--- config.mk ---
export PLATFORM = sky130hd
export DESIGN_NAME = irq_timer_ctrl_flat
export DESIGN_NICKNAME = d
export VERILOG_FILES = /design/src/rtl/irq_timer_ctrl_pkg.sv /design/src/rtl/irq_timer_ctrl_if.sv /design/src/rtl/irq_timer_ctrl_timer_core.sv /design/src/rtl/irq_timer_ctrl.sv /design/src/flat_wrapper.sv
export SDC_FILE = /design/constraint.sdc
export NUM_CORES = 1
export LEC_CHECK = 0
export CAP_MARGIN = 25
export CORE_ASPECT_RATIO = 2
export CORE_UTILIZATION = 40
export CTS_CLUSTER_DIAMETER = 150
export DETAILED_ROUTE_END_ITERATION = 16
export SYNTH_ARGS = -nofsm -noshare
export SYNTH_HDL_FRONTEND = slang
export SYNTH_HIERARCHICAL = 1
export SYNTH_SLANG_ARGS = --single-unit
--- constraint.sdc ---
create_clock -name clk -period 5.4 [get_ports clk]
set_input_delay 1.62 -clock clk [delete_from_list [all_inputs] [get_ports clk]]
set_output_delay 1.62 -clock clk [all_outputs]
set_load 0.05 [all_outputs]
--- src/rtl/irq_timer_ctrl_pkg.sv ---
// Shared register offsets, TCON bit positions and IRQ sequencer state encoding.
// Imported by the interrupt/timer controller and its timer core.
package irq_timer_ctrl_pkg;

    localparam logic [4:0] OFS_TH      = 5'h00;
    localparam logic [4:0] OFS_TL      = 5'h04;
    localparam logic [4:0] OFS_TCON    = 5'h08;
    localparam logic [4:0] OFS_LED     = 5'h0C;
    localparam logic [4:0] OFS_DIGI    = 5'h10;
    localparam logic [4:0] OFS_SYSTICK = 5'h14;

    localparam int EN = 0;
    localparam int IE = 1;
    localparam int ST = 2;

    typedef enum logic [1:0] {
        IDLE = 2'd0,
        PEND = 2'd1,
        SERV = 2'd2
    } irq_state_e;

endpackage

--- src/rtl/irq_timer_ctrl_if.sv ---
// CPU data-bus view of the register window: address/strobes in, read data and window hit out.
// Purely combinational signalling; the bus has no backpressure.
interface irq_timer_ctrl_if;
    logic [31:0] addr;
    logic [31:0] wdata;
    logic        rd;
    logic        wr;
    logic [31:0] rdata;
    logic        hit;

    modport master (output addr, wdata, rd, wr, input rdata, hit);
    modport slave  (input addr, wdata, rd, wr, output rdata, hit);
endinterface

--- src/rtl/irq_timer_ctrl_timer_core.sv ---
// TH/TL reload timer with EN/IE/ST control; overflow sets ST one clk after TL==FFFF_FFFF.
// Register writes commit on the next clk edge; never stalls the bus.
module irq_timer_ctrl_timer_core
    import irq_timer_ctrl_pkg::*;
(
    input  logic        clk,
    input  logic        reset,
    input  logic        wr_th,
    input  logic        wr_tl,
    input  logic        wr_tcon,
    input  logic [31:0] wdata,
    output logic [31:0] th,
    output logic [31:0] tl,
    output logic        en,
    output logic        ie,
    output logic        st
);
    logic ovf;

    assign ovf = en && (tl == 32'hFFFF_FFFF);

    always_ff @(posedge clk or negedge reset) begin
        if (!reset) begin
            th <= '0;
            tl <= '0;
            en <= 1'b0;
            ie <= 1'b0;
            st <= 1'b0;
        end else begin
            // Reload samples the current TH, so a TH write in the same cycle lands afterwards.
            if (wr_th) th <= wdata;

            if (wr_tl)      tl <= wdata;
            else if (ovf)   tl <= th;
            else if (en)    tl <= tl + 32'd1;

            if (wr_tcon) begin
                en <= wdata[EN];
                ie <= wdata[IE];
            end

            // A hardware set beats a software clear landing in the same cycle.
            if (ovf && ie)                   st <= 1'b1;
            else if (wr_tcon && !wdata[ST])  st <= 1'b0;
        end
    end
endmodule

--- src/rtl/irq_timer_ctrl.sv ---
// Memory-mapped timer/LED/7-seg/systick block with a non-nesting IRQ sequencer.
// Reads combinational, writes commit next edge, irq 2 clk after TL overflow; no backpressure.
module irq_timer_ctrl
    import irq_timer_ctrl_pkg::*;
#(
    parameter logic [31:0] BASE_ADDR = 32'h4000_0000
) (
    input  logic                   clk,
    input  logic                   reset,
    irq_timer_ctrl_if.slave        bus,
    input  logic                   kernel,
    output logic                   irq,
    output logic [7:0]             led,
    output logic [11:0]            digi
);
    localparam logic [1:0] S_IDLE = IDLE;
    localparam logic [1:0] S_PEND = PEND;
    localparam logic [1:0] S_SERV = SERV;

    logic        hit;
    logic [4:0]  ofs;
    logic        wen;
    logic [31:0] th, tl, systick, rmux;
    logic        en, ie, st, req;
    logic [1:0]  state, state_nxt;

    assign hit     = (bus.addr[31:5] == BASE_ADDR[31:5]);
    assign ofs     = bus.addr[4:0];
    assign wen     = bus.wr & hit;
    assign bus.hit = hit;

    irq_timer_ctrl_timer_core timer_core (
        .clk     (clk),
        .reset   (reset),
        .wr_th   (wen && (ofs == OFS_TH)),
        .wr_tl   (wen && (ofs == OFS_TL)),
        .wr_tcon (wen && (ofs == OFS_TCON)),
        .wdata   (bus.wdata),
        .th      (th),
        .tl      (tl),
        .en      (en),
        .ie      (ie),
        .st      (st)
    );

    always_comb begin
        rmux = '0;
        case (ofs)
            OFS_TH:      rmux = th;
            OFS_TL:      rmux = tl;
            OFS_TCON:    rmux = {29'd0, st, ie, en};
            OFS_LED:     rmux = {24'd0, led};
            OFS_DIGI:    rmux = {20'd0, digi};
            OFS_SYSTICK: rmux = systick;
            default:     rmux = '0;
        endcase
    end

    assign bus.rdata = (bus.rd && hit) ? rmux : '0;

    always_ff @(posedge clk or negedge reset) begin
        if (!reset) begin
            led     <= '0;
            digi    <= '0;
            systick <= '0;
        end else begin
            systick <= systick + 32'd1;
            if (wen && (ofs == OFS_LED))  led  <= bus.wdata[7:0];
            if (wen && (ofs == OFS_DIGI)) digi <= bus.wdata[11:0];
        end
    end

    assign req = st & ie;

    // SERV is only entered with kernel high, so kernel low there is the eret.
    always_comb begin
        state_nxt = state;
        case (state)
            S_IDLE:  if (req) state_nxt = S_PEND;
            S_PEND:  if (!req) state_nxt = S_IDLE;
                     else if (kernel) state_nxt = S_SERV;
            S_SERV:  if (!kernel) state_nxt = S_IDLE;
            default: state_nxt = S_IDLE;
        endcase
    end

    always_ff @(posedge clk or negedge reset) begin
        if (!reset) state <= S_IDLE;
        else        state <= state_nxt;
    end

    assign irq = (state == S_PEND) & ~kernel;
endmodule

--- src/flat_wrapper.sv ---
// flat-port wrapper written by rule: the top's interface ports become plain ports
module irq_timer_ctrl_flat import irq_timer_ctrl_pkg::*;
#(
    parameter logic [31:0] BASE_ADDR = 32'h4000_0000
)
  (clk, reset, kernel, irq, led, digi, bus_addr, bus_wdata, bus_rd, bus_wr, bus_rdata, bus_hit);
  irq_timer_ctrl_if bus_i ();
  input  logic clk;
  input  logic reset;
  input  logic kernel;
  output logic irq;
  output logic [7:0] led;
  output logic [11:0] digi;
  input wire logic [$bits(bus_i.addr)-1:0] bus_addr;
  input wire logic [$bits(bus_i.wdata)-1:0] bus_wdata;
  input wire logic [$bits(bus_i.rd)-1:0] bus_rd;
  input wire logic [$bits(bus_i.wr)-1:0] bus_wr;
  output wire logic [$bits(bus_i.rdata)-1:0] bus_rdata;
  output wire logic [$bits(bus_i.hit)-1:0] bus_hit;
  assign bus_i.addr = bus_addr;
  assign bus_i.wdata = bus_wdata;
  assign bus_i.rd = bus_rd;
  assign bus_i.wr = bus_wr;
  assign bus_rdata = bus_i.rdata;
  assign bus_hit = bus_i.hit;
  irq_timer_ctrl #(.BASE_ADDR(BASE_ADDR)) u_core (.clk(clk), .reset(reset), .bus(bus_i), .kernel(kernel), .irq(irq), .led(led), .digi(digi));
endmodule
==> flow_summary.ini <==
[yosys]
ys_types = 61
yosys.area.top_type = dfrtp_1
netlist_top_cells_area = dfrtp_1 44%, mux2_2 5.7%, xnor2_1 4.3%
synth_area_um2 = 6880
synth_top_flop_cell = dfrtp_1
synth_commonest_cells = 121 x dfrtp_1, 48 x nor2_1, 46 x a21oi_1
ys_seq_elements = 121
synth_top_area_share = 0.440
synth_cells = 669
ys_seq_area_frac = 0.440
postSynth.asyncResetShare = 1.00
synth_edf_count = 0
avgSynthCellArea_um2 = 10.3
ys_warn_count = 6
syn-num-nets = 740
synth.most_common_cell = dfrtp_1

[floorplanning]
placementRows = 67
die_x_um = 94.7
die_h_um = 187
start_util = 0.410
fp.dieArea_um2 = 17800
core_um2 = 16800
io_pins = 123

[worst_setup_path]
crit_arrival_ns = 3.63
cp_max_fo = 33
critPathRequiredTime_ns = 3.78
cp-end-kind = output port
start_kind = primary input
path_class = primary input to output port

[drt]
wl_um = 22400
drc_errors = 0
drt_iter0_drc = 579
via_per_inst = 6.17
detail-route-antenna-nets = 0
wl_per_cell_um = 22.4
dr.pass1.iters = 7
vias = 6172

[clocking]
cts_sinks = 121
cts-htree-levels = 4
postCtsSetupRepairBufs = 0
cts_tree = yes
ctsResizeCount = 0
cts_made_buffers = 17
clockBufferDepth = 2
clk_latency_ns = 0.41
cts_root_buf = clkbuf_16
cts_hold_buf = 0
path_clk_slew_ns = 0.05

[sta]
finalSetupViolations = 0
maxSlewHeadroom = 0.388
max_slew.worst_pin.slew_ns = 0.917
tns_ns = 0
min_period_ns = 5.25
post-route-period-util = 0.972
drv_slew = 0
grt_setup_unrepaired = no
hold_viol = 0
fin_skew_ns = 0.00950
fin_ws_ns = 0.152
fmaxAchievable_ghz = 0.191

[global_route]
antenna_found_initial = 0
grt_pass1_wl_um = 35300
top_usage_layer = met2
met1_usage = 0.284
grt_start_max_net_pins = 62
grt_pass1_vias = 6508
grtUsageMet2 = 0.485
grt_use_met3 = 0.0370
grt_usage = 0.265
grt-ovfl-total = 0

[placement]
portBuffers = 122
place_area_um2 = 8610
pre_cts_slack_ns = 0.221
gp_congestion = 0.893
dp_hpwl_um = 16000

[cells_and_area]
drive_gt1_frac = 0.183
final_area_um2 = 9210
finalNetCount = 851
syn_to_final_growth_pct = 34.0
antenna_cells = 0
fillers = 1504
final_util = 0.549

[power_and_ir_drop]
total_power_uw = 2180
power_density_nw_per_um2 = 237
p_leak_uw = 0.00376
ir_drop_mv = 0.175

[hold_path]
hold_class = flop to flop

[flow_run]
maxCapViolations = 0

[outcome]
outcome = completed
==> registers in the layout, summed over array words and instances, names as in the netlist <==
| signal | count |
|---|---|
| u_core/timer_core/st | 1 |
| u_core/timer_core/ie | 1 |
| u_core/state | 2 |
| u_core/timer_core/th | 32 |
| u_core/digi | 12 |
| u_core/systick | 32 |
| u_core/timer_core/tl | 32 |
| u_core/timer_core/en | 1 |
| u_core/led | 8 |
==> per-layer routing <==
layer  wire length (um)  vias to the layer above
li1                   -                     2752
met5                  0                        -
met3               1000                       65
met1               7870                     3091
met4               1060                        0
met2              12500                      264
==> area by class of cell <==
type | instances | area (um2) | share of cell area
clock inverters | 11 | 146 | 0.0159
clock buffers | 21 | 460 | 0.0500
inverters | 7 | 26.3 | 0.00285
well taps | 207 | 259 | 0.0281
multi-input cells | 496 | 3600 | 0.391
repair buffers | 137 | 1690 | 0.184
flip-flops and latches | 121 | 3030 | 0.329
==> where the power goes <==
group | leakage (uW) | internal (uW) | total [uW] | switching (uW)
logic | 0.00182 | 51.7 | 96.6 | 44.9
registers | 0.00165 | 907 | 907 | 0.0000111
clock network | 0.000281 | 749 | 1180 | 426
total | 0.00376 | 1710 | 2180 | 471
==> kinds of logic (layout without fill, tap and decap cells) <==
kind of cell | count (synthesis) | after routing | synth area share
DFF | 121 | 121 | 0.440
AOI/OAI and AO/OA | 147 | 147 | 0.146
buffers and inverters | 52 | 176 | 0.0378
xor gates and xnor gates | 54 | 54 | 0.0688
and+or+nand+nor | 232 | 232 | 0.199
adders and majority gates | 2 | 2 | 0.00364
muxes | 61 | 61 | 0.104
==> worst max-delay path, stage by stage <==
cell	delay (ns)
clkdlybuf4s50_1	0.61
nor2_1	0.09
and2_1	0.17
buf_12	0.18
a222oi_1	0.59
nor2_1	0.15
buf_12	0.19
==> final timing paths <==
kind                                      start                        to  slack, ns  cells past startpoint
max in group asynchronous                 reset        u_core/systick[15]       3.45                      2
hold / removal                  u_core/state[1]           u_core/state[0]       0.49                      1
setup reg to reg           u_core/timer_core/en  u_core/timer_core/tl[27]       2.05                      6
hold reg to reg                 u_core/state[1]           u_core/state[0]       0.49                      1
min in group asynchronous                 reset             u_core/led[0]       1.12                      1
setup / recovery                    bus_addr[4]             bus_rdata[15]       0.15                      7
==> metrics by stage <==
| stage | hold WS [ns] | std cells |
|---|---|---|
| floorplan | 0.446 | 669 |
| finish | 0.495 | 1000 |
| global placement | 0.462 | 967 |
| detailed placement | 0.475 | 968 |
| CTS | 0.484 | 1000 |
| global route | 0.519 | 1000 |
==> cell usage in the layout (no fill, tap or decap), drive strengths merged, types with 17 or more instances in the layout <==
cell type / synthesis / routed
nor2: 48 / 48
o21ai: 32 / 32
dfrtp: 121 / 121
xor2: 20 / 20
mux2: 57 / 57
nand3: 18 / 18
clkbuf: 25 / 21
clkdlybuf4s50: 0 / 88
a222oi: 28 / 28
a22oi: 17 / 17
a21oi: 46 / 46
nand4: 31 / 31
nor3b: 25 / 25
buf: 20 / 49
nand2: 38 / 38
xnor2: 34 / 34
(Power assumes the default switching activity.)
